--- src/rtl/tnn_feature_packer.sv ---
// Streaming packer: assembles up to five feature words into one a..e vector behind a registered output.
// Define TNN_PACKER_REFSUM_EN to also register the exact pos/neg partial sums and reference decision.
module tnn_feature_packer #(
   parameter int FEAT_W = 3,
   parameter int CNT_W  = 16
) (
   input  logic              clk,
   input  logic              rst,
   input  logic              in_valid,
   output logic              in_ready,
   input  logic [FEAT_W-1:0] in_data,
   input  logic              in_last,
   output logic              out_valid,
   input  logic              out_ready,
   output logic [FEAT_W-1:0] out_a,
   output logic [FEAT_W-1:0] out_b,
   output logic [FEAT_W-1:0] out_c,
   output logic [FEAT_W-1:0] out_d,
   output logic [FEAT_W-1:0] out_e,
   output logic [CNT_W-1:0]  vec_count
`ifdef TNN_PACKER_REFSUM_EN
   ,
   output logic [FEAT_W+1:0] out_pos_sum,
   output logic [FEAT_W:0]   out_neg_sum,
   output logic              out_ref
`endif
);

   // Handshakes: a beat moves on a port only in a cycle where its valid and ready are both 1;
   // valid never waits on ready, and held output data stays stable until taken.

   logic [4:0][FEAT_W-1:0] asm_q;
   logic [4:0][FEAT_W-1:0] asm_d;
   logic [4:0][FEAT_W-1:0] hold_q;
   logic [2:0]             idx_q;
   logic [2:0]             idx_d;
   logic                   asm_done_q;
   logic                   asm_done_d;
   logic                   can_xfer;
   logic                   in_fire;
   logic                   out_fire;
   logic                   completes;

   assign can_xfer  = asm_done_q && (!out_valid || out_ready);
   assign in_ready  = !rst && (!asm_done_q || can_xfer);
   assign in_fire   = in_valid && in_ready;
   assign out_fire  = out_valid && out_ready;
   assign completes = in_last || (idx_q == 3'd4);

   // A transfer empties the assembly register, so a word accepted alongside it lands in a fresh slot 0.
   always_comb begin
      asm_d      = can_xfer ? '0 : asm_q;
      idx_d      = idx_q;
      asm_done_d = can_xfer ? 1'b0 : asm_done_q;
      if (in_fire) begin
         asm_d[idx_q] = in_data;
         if (completes) begin
            idx_d      = 3'd0;
            asm_done_d = 1'b1;
         end else begin
            idx_d = idx_q + 3'd1;
         end
      end
   end

   always_ff @(posedge clk) begin
      if (rst) begin
         asm_q      <= '0;
         idx_q      <= 3'd0;
         asm_done_q <= 1'b0;
      end else begin
         asm_q      <= asm_d;
         idx_q      <= idx_d;
         asm_done_q <= asm_done_d;
      end
   end

   always_ff @(posedge clk) begin
      if (rst) begin
         hold_q    <= '0;
         out_valid <= 1'b0;
         vec_count <= '0;
      end else begin
         if (can_xfer) begin
            hold_q    <= asm_q;
            out_valid <= 1'b1;
         end else if (out_fire) begin
            out_valid <= 1'b0;
         end
         if (out_fire) begin
            vec_count <= vec_count + {{(CNT_W-1){1'b0}}, 1'b1};
         end
      end
   end

   assign out_a = hold_q[0];
   assign out_b = hold_q[1];
   assign out_c = hold_q[2];
   assign out_d = hold_q[3];
   assign out_e = hold_q[4];

`ifdef TNN_PACKER_REFSUM_EN
   logic [FEAT_W+1:0] pos_d;
   logic [FEAT_W:0]   neg_d;

   // Widths hold 3*max and 2*max of a feature word, so neither sum can wrap.
   assign pos_d = {2'b00, asm_q[1]} + {2'b00, asm_q[2]} + {2'b00, asm_q[4]};
   assign neg_d = {1'b0, asm_q[0]} + {1'b0, asm_q[3]};

   always_ff @(posedge clk) begin
      if (rst) begin
         out_pos_sum <= '0;
         out_neg_sum <= '0;
         out_ref     <= 1'b0;
      end else if (can_xfer) begin
         out_pos_sum <= pos_d;
         out_neg_sum <= neg_d;
         out_ref     <= ({1'b0, neg_d} < pos_d);
      end
   end
`endif

endmodule

--- config.mk ---
export PLATFORM = sky130hd
export DESIGN_NAME = tnn_feature_packer
export DESIGN_NICKNAME = d
export VERILOG_FILES = /design/src/rtl/tnn_feature_packer.sv
export SDC_FILE = /design/constraint.sdc
export NUM_CORES = 1
export LEC_CHECK = 0
export BUFFER_PORTS_ARGS = -buffer_cell sky130_fd_sc_hd__buf_2
export CORE_UTILIZATION = 36
export CTS_CLUSTER_SIZE = 25
export DETAILED_ROUTE_END_ITERATION = 7
export PLACE_DENSITY = 0.68
export RECOVER_POWER = 100
export REMOVE_ABC_BUFFERS = 1
export SYNTH_ARGS = -nofsm -noshare
export SYNTH_HDL_FRONTEND = slang
export SYNTH_SLANG_ARGS = --single-unit
--- constraint.sdc ---
create_clock -name clk -period 3.8 [get_ports clk]
set_clock_uncertainty 0.1 [all_clocks]
set_input_delay 0.76 -clock clk [delete_from_list [all_inputs] [get_ports clk]]
set_output_delay 0.76 -clock clk [all_outputs]
set_load 0.005 [all_outputs]
# After elaboration in Yosys (flattened, before gate mapping)
# Index checks and enable logic that the tools add are counted.
[totals]
output_inout_bits = 33
register_bits = 51
word_cells = 42
in_bits = 8
[op_classes]
n_eq_ne = 1
n_mux = 11
add_sub_neg = 2
n_reduce_logical = 12
order_cmp = 2
[op_table]
columns = ["operator", "count"]
rows = [
  ["$mux W15", 2],
  ["$add A16 B1 Y16 const B", 1],
  ["$bwmux W15", 1],
  ["$demux W3 S3", 1],
  ["$mux W3", 2],
  ["$logic_and A1 B1 Y1", 5],
  ["$mux W1", 5],
  ["$lt A3 B4 Y1 const B", 1],
  ["$add A3 B1 Y3 const B", 1],
  ["$eq A3 B3 Y1 const B", 1],
  ["$ge A3 B1 Y1 const B", 1],
  ["$logic_not A1 Y1", 3],
  ["$logic_or A1 B1 Y1", 3],
  ["$reduce_bool A2 Y1", 1],
]

# Logic depth before layout (Yosys ltp)
# Gate-level depths: netlist (run 1).
[logic_depth]
word_depth = 7
mapped_depth = 6
depth_no_buf = 5

# Least setup slack after synthesis (run 1)
# OpenSTA, ideal clock, no wires.
[synth_timing]
path_type = "input-to-output"
from = "in rst"
to = "out in_ready"
cell_stages = 3
arrival_time_ns = 1.276
n_path_buf = 2
required_ns = 2.940
slack_ns = 1.664
cell_sequence = "buf_2 buf_1 nor2b_1"
[synth_between]
elab_chain_cells = 2
[synth_lines]
columns = ["element", "line", "text"]
rows = [
  ["from (decl)", "8", "input logic rst,"],
  ["$logic_not A1 Y1", "45", "assign in_ready = !rst && (!asm_done_q || can_xfer);"],
  ["$logic_and A1 B1 Y1", "45", ""],
  ["to (decl)", "10", "output logic in_ready,"],
]
# Every way passes these cells.

# Worst setup path in the final report (run 1)
# Same ends and word-level chain as after synthesis.

==> impl_results.md, run 1 <==
- Yosys cell types: 31
- Share of post-route cells with drive strength above 1: between 15 and 20%
- Critical path class: input port to output pin
- Comb pwr share: 4.7%
- Root buffer cell: clkbuf_8
- Die width: 79.36 um
- Clock tree sinks: around 50
- EDFF count, synth: 0
- CP Capture Type: output pin
- Die area: 6298 sq um
- Synth-to-Final Area Change: 13.47%
- Setup_tns: 0 ns
- Worst-Margin Slew: just under 1 ns
- Slew headroom: a little over a third
- Post_cts resized: 0
- Reg2reg setup slack: around 2.0 ns
- Avg Cell Area, Syn: 8.287 sq um
- Final antenna-violating net count: 0
- Starting DRT DRC Count: around 140
- Total GRT Usage: between 10 and 15%
- Register share of total power: roughly three fifths
- Final setup viols: 0
- Crit-path max FO: 22
- Int Power: ~680 uW
- Antenna Cells: 0
- Leak: slightly below 0.0009 uW
- Clock tree buffer depth: 2
- Pre-antenna DRT Iters: 4
- Core Area: ~5600 sq um
- Max-slew violations: 0
- Power Dens Cells: between 300 and 400 nW/um^2
- Die Y: roughly 80 um
- Post-cts hold buffer count: 0
- Final Hold Fails: 0
- Setup crit start kind: input port
- First-pass GRT wire length: slightly above 7 mm
- Synth async-reset ratio: 0%
- Setup Slack @ Placement: about 1.3 ns
- Nets: between 300 and 400
- Total clock buffers created by CTS: 5
- Seq cells post-synth: 51
- Sw Share: 23.06%
- Clock-pin slew on the worst setup and hold paths: about 0.09 ns
- Peak VDD IR: ~0.14 mV
- Post-Syn Area: 2155 sq um
- Cells after Synth: 260
- Max_cap viols: 0
- DR DRC count: 0
- Synth Warn #: 0
- Grt ovf: 0
- Clock power share: between 30% and 40%
- Initial antenna violation count: 0
- Initial Util: about two fifths
- Via density: about 5.1
- Seq/Total Area, Yosys: a little under half
- Largest net degree at the start of global routing: 37
- Status: complete, no violations
- H-tree depth: 2
- RSZ-0062 raised after global routing: false
- Hold Path Class: register to register
- Post-CTS Setup Inserts: 0
- Number of core rows: 27
- I/O pins: 41
- Crit path DAT: between 1.5 and 2 ns
- Final min period: between 2 and 3 ns
- Clock Latency Late Sink: around 0.3 ns
- Post-route setup slack: 1.231 ns
- Number of global-route vias before repair: between 1500 and 2000
- WL/cell: around 12 um
- Main synth FF type: dfxtp_1
- Total number of vias: around 1900
- Final period utilization: 67.59%
- Routed WL: roughly 4.2 mm
- Data required time at the worst endpoint: between 2 and 3 ns
- DP HPWL: roughly 3 mm
- Gpl congestion: 0.8020
- CTS tree: done
- Net switching power figure: 203.2 uW
- I/O Buffers: 40
- Fmax achieved: 389.3 MHz
[worst max-delay path: stages]
cell and delay [ns]:
clkbuf_1 0.68, nor2b_1 0.11, clkbuf_2 0.15
[layout by cell type, fill, tap and decap left out, drive strengths merged, types with 4 or more instances in the layout]
master / Yosys / final
dfxtp: 51 / 51
nand2: 46 / 46
a21oi: 41 / 41
buf: 10 / 32
nand3: 24 / 24
nand4: 16 / 16
clkbuf: 7 / 15
nor2: 14 / 14
xor2: 7 / 7
inv: 4 / 4
nand3b: 4 / 4
nor2b: 4 / 4
and4: 4 / 4
o21ai: 4 / 4
[final cells by class]
cell class | count | area, sq um
Multi-Input combinational cell | 188 | 1037
Clock buffer | 6 | 72.57
Inverter | 4 | 15.01
Clock inverter | 2 | 12.51
Tap cell | 72 | 90.09
Timing Repair Buffer | 41 | 196.4
Sequential cell | 51 | 1021
Fill cell | 562 | 3197
[cells in the mapped netlist (all sizes together), types with 2 or more instances]
cell type | instances | share of area, %
a21oi | 41 | 9.5
and2 | 3 | 0.87
and3 | 2 | 0.58
and4 | 4 | 1.6
buf | 10 | 2.3
clkbuf | 7 | 1.2
dfxtp | 51 | 47
ha | 3 | 1.7
inv | 4 | 0.70
mux2 | 2 | 1.0
nand2 | 46 | 8.0
nand2b | 3 | 0.87
nand3 | 24 | 6.2
nand3b | 4 | 1.4
nand4 | 16 | 4.6
nor2 | 14 | 2.4
nor2b | 4 | 1.2
nor3 | 2 | 0.99
nor3b | 2 | 1.2
o21ai | 4 | 0.93
or3 | 3 | 0.87
xnor2 | 2 | 0.81
xor2 | 7 | 2.8
[sequential cells by signal, summed over array words and instances, names as in the netlist]
| name | count |
|---|---|
| out_d | 3 |
| vec_count | 16 |
| out_valid | 1 |
| asm_q | 15 |
| out_e | 3 |
| idx_q | 3 |
| asm_done_q | 1 |
| out_a | 3 |
| out_c | 3 |
| out_b | 3 |
[power groups by stage]
stage | sequential, uW | clock [uW] | combinational [uW]
CTS | 542 | 315 | 42.5
global placement | 554 | 0 | 41.9
global route | 543 | 336 | 47.3
floorplan | 554 | 0 | 18.9
detailed placement | 555 | 0 | 42.4
finish | 542 | 298 | 41.6
[final timing paths]
path                            depth (start not counted)  endpoint  startpoint
worst min-delay path                                    2  out_e[0]   asm_q[12]
worst max-delay path                                    3  in_ready         rst
worst max register to register                          4  asm_q[9]   out_valid
worst min register to register                          2  out_e[0]   asm_q[12]
[layer usage]
metal  wire length [um]  up-vias  track usage [%]
li1                   -      963                -
met1               2117      870            18.69
met2               1863       31            23.10
met3                181        7            3.678
met4                 85        0            7.091
met5                  0        -                0
[metrics by stage]
step | instances | power (uW) | hold slack [ns] | util, % | area, sq um
2_1_floorplan | 243 | 572.8 | 0.3260 | - | 2078
3_3_place_gp | 356 | 596.3 | 0.3408 | 42.12 | 2376
3_5_place_dp | 356 | 597.0 | 0.3451 | 42.12 | 2376
4_1_cts | 364 | 899.1 | 0.3539 | 43.62 | 2461
5_1_grt | 364 | 926.6 | 0.3706 | 43.34 | 2445
6_report | 364 | 881.2 | 0.3521 | 43.34 | 2445
[kinds of logic after synthesis]
logic type	Yosys count	share of synthesized area, %
simple gates	128	31.07
fa+ha+maj	3	1.742
buf+inv	21	4.239
xor+xnor	9	3.659
flops	51	47.39
compound gates	46	10.86
mux	2	1.045
Power figures use the tool's default switching activity.
==> inputs of run 2 (changes only) <==
==> constraint.sdc (replaced) <==
create_clock -name clk -period 2.63 [get_ports clk]
set_clock_uncertainty 0.1 [all_clocks]
set_input_delay 0.526 -clock clk [delete_from_list [all_inputs] [get_ports clk]]
set_output_delay 0.526 -clock clk [all_outputs]
set_load 0.005 [all_outputs]
==> impl_results.md, run 2 (same netlist as run 1, synthesis figures left out) <==
- Clock Latency Late Sink: 0.30 ns (about the same)
- Hold Path Class: register to register
- Antenna Cells: 0 (unchanged)
- Pre-antenna DRT Iters: 4 (unchanged)
- WL/cell: 11.96 um (+2.5%)
- CP max-delay cell: clkbuf_2
- Design Area, Final: 2500 sq um (+2.3%)
- Fmax achieved: around 460 MHz
- H-tree depth: 2 (unchanged)
- Final period utilization: 82.34%
- Setup crit start kind: input port
- Inst Count DP: 357 (+0.28%)
- Critical path class: input port to register
- Routed WL: 4.366 mm (+2.8%)
- Final antenna-violating net count: 0 (unchanged)
- Hold path start: asm_q[11]
- Critical path's largest stage delay: 0.73 ns (+0.05 ns)
- Non-filler instance count after layout: 365 (+0.27%)
- Crit path DAT: 2.27 ns (+0.56 ns)
- Reg2reg setup slack: 0.85 ns (-1.12 ns)
- Setup_tns: 0 ns (unchanged)
- Total power: 1480 uW (+68%)
- Clock-pin slew on the worst setup and hold paths: 0.09 ns (about the same)
- CP Capture Type: register
- First-pass GRT wire length: 7.334 mm (+1.5%)
- Crit-path max FO: 40 (+82%)
- Buf+Inv Stages, Crit Path: 2 (unchanged)
- Worst-path cell chain: clkbuf_1 > clkbuf_2 > nand2b_1 > a21oi_1 > a31o_2
- Slew headroom: 48.70% (+13 points)
- I/O Buffers: 40 (unchanged)
- CP startpoint: rst
- Final Hold Fails: 0 (unchanged)
- Core Util, Final: 44.31% (+0.98 points)
- Data required time at the worst endpoint: 2.73 ns (-0.21 ns)
- Number of core rows: 27 (unchanged)
- Die Y: 79.36 um (unchanged)
- Nets: 303 (+0.33%)
- Leak: 0.0009118 uW (+2.2%)
- I/O pins: 41 (unchanged)
- Initial Util: 38.19% (unchanged)
- Grt ovf: 0 (unchanged)
- Crit path max-delay family: buffers and inverters
- Power Dens Cells: 591.9 nW/um^2 (+64%)
- Gpl congestion: 0.7761 (-3.2%)
- DR DRC count: 0 (unchanged)
- Post-cts hold buffer count: 0 (unchanged)
- Synth-to-Final Area Change: 16.03%
- Area post-placement: 2384 sq um (+0.32%)
- Critical R2R Launch: out_valid
- Total number of vias: 1883 (+0.64%)
- Final setup viols: 0 (unchanged)
- Post_cts resized: 0 (unchanged)
- Clock tree buffer depth: 2 (unchanged)
- Most frequent cells in the layout: 51 x dfxtp_1, 46 x nand2_1, 41 x a21oi_1
- Number of global-route vias before repair: 1702 (+5.5%)
- Clock tree sinks: 51 (unchanged)
- Post-CTS Setup Inserts: 0 (unchanged)
- Total clock buffers created by CTS: 5 (unchanged)
- Die area: 6298 sq um (unchanged)
- Root buffer cell: clkbuf_8
- Most flops, register: vec_count
- Via density: 5.159 (+0.37%)
- RSZ-0062 raised after global routing: false
- Final min period: 2.165 ns
- CTS tree: done
- DP HPWL: 3.086 mm (+3.3%)
- Largest net degree at the start of global routing: 41 (+11%)
- Share of post-route cells with drive strength above 1: 15.36% (+0.29 points)
- Peak VDD IR: 0.2946 mV (+120%)
- Max-slew violations: 0 (unchanged)
- Status: complete, no violations
- Worst-Margin Slew: 0.7696 ns (-0.1951 ns)
- Starting DRT DRC Count: 66 (-53%)
- Initial antenna violation count: 0 (unchanged)
- Core Area: 5642 sq um (unchanged)
- Max_cap viols: 0 (unchanged)
- Biggest regs: vec_count (16), asm_q (15)
- Die width: 79.36 um (unchanged)
- Max reg flops: 16 (unchanged)
- Total GRT Usage: 14.64% (-0.049 points)
- Commonest non-fill, non-tap cell in the layout: dfxtp_1
[run 2: worst paths after layout]
| check | end | depth (start not counted) |
|---|---|---|
| hold reg to reg | out_d[2] | 2 |
| setup reg to reg | vec_count[15] | 4 |
| setup / recovery | vec_count[11] | 5 |
| hold / removal | out_d[2] | 2 |
[run 2: where the power goes]
part | internal [uW] | switching, uW
Sequential | 777 | 5.86
Clock | 379 | 256
Combinational | 16.7 | 44.1
[run 2: through the flow]
stage | hold WS (ns) | setup WS [ns]
after CTS | 0.3567 | 0.5362
after global routing | 0.3758 | 0.3150
after floorplan | 0.3260 | 0.9360
after detailed placement | 0.3435 | 0.6054
final | 0.3551 | 0.4645
after global placement | 0.3411 | 0.6403
[run 2: cell type report]
type	count	area, sq um
multi-input combinational	188	1037
tap	72	90.09
inverter	4	15.01
timing repair buffer	42	200.2
clock inverter	3	67.56
sequential	51	1021
fill	569	3142
clock buffer	5	68.82
[run 2: per-layer routing]
metal | vias up | global-route usage, % | wire length, um
li1 | 959 | - | -
met1 | 891 | 17.96 | 2024
met2 | 28 | 24.83 | 2121
met3 | 5 | 3.448 | 160
met4 | 0 | 5.273 | 59
met5 | - | 0 | 0
[run 2: worst min-delay path, delay by kind of cell, from the launching register on]
| kind | cells | cell delay [ns] |
|---|---|---|
| AOI/OAI and AO/OA | 1 | 0.05 |
| DFF | 1 | 0.32 |
| and+or+nand+nor | 1 | 0.05 |
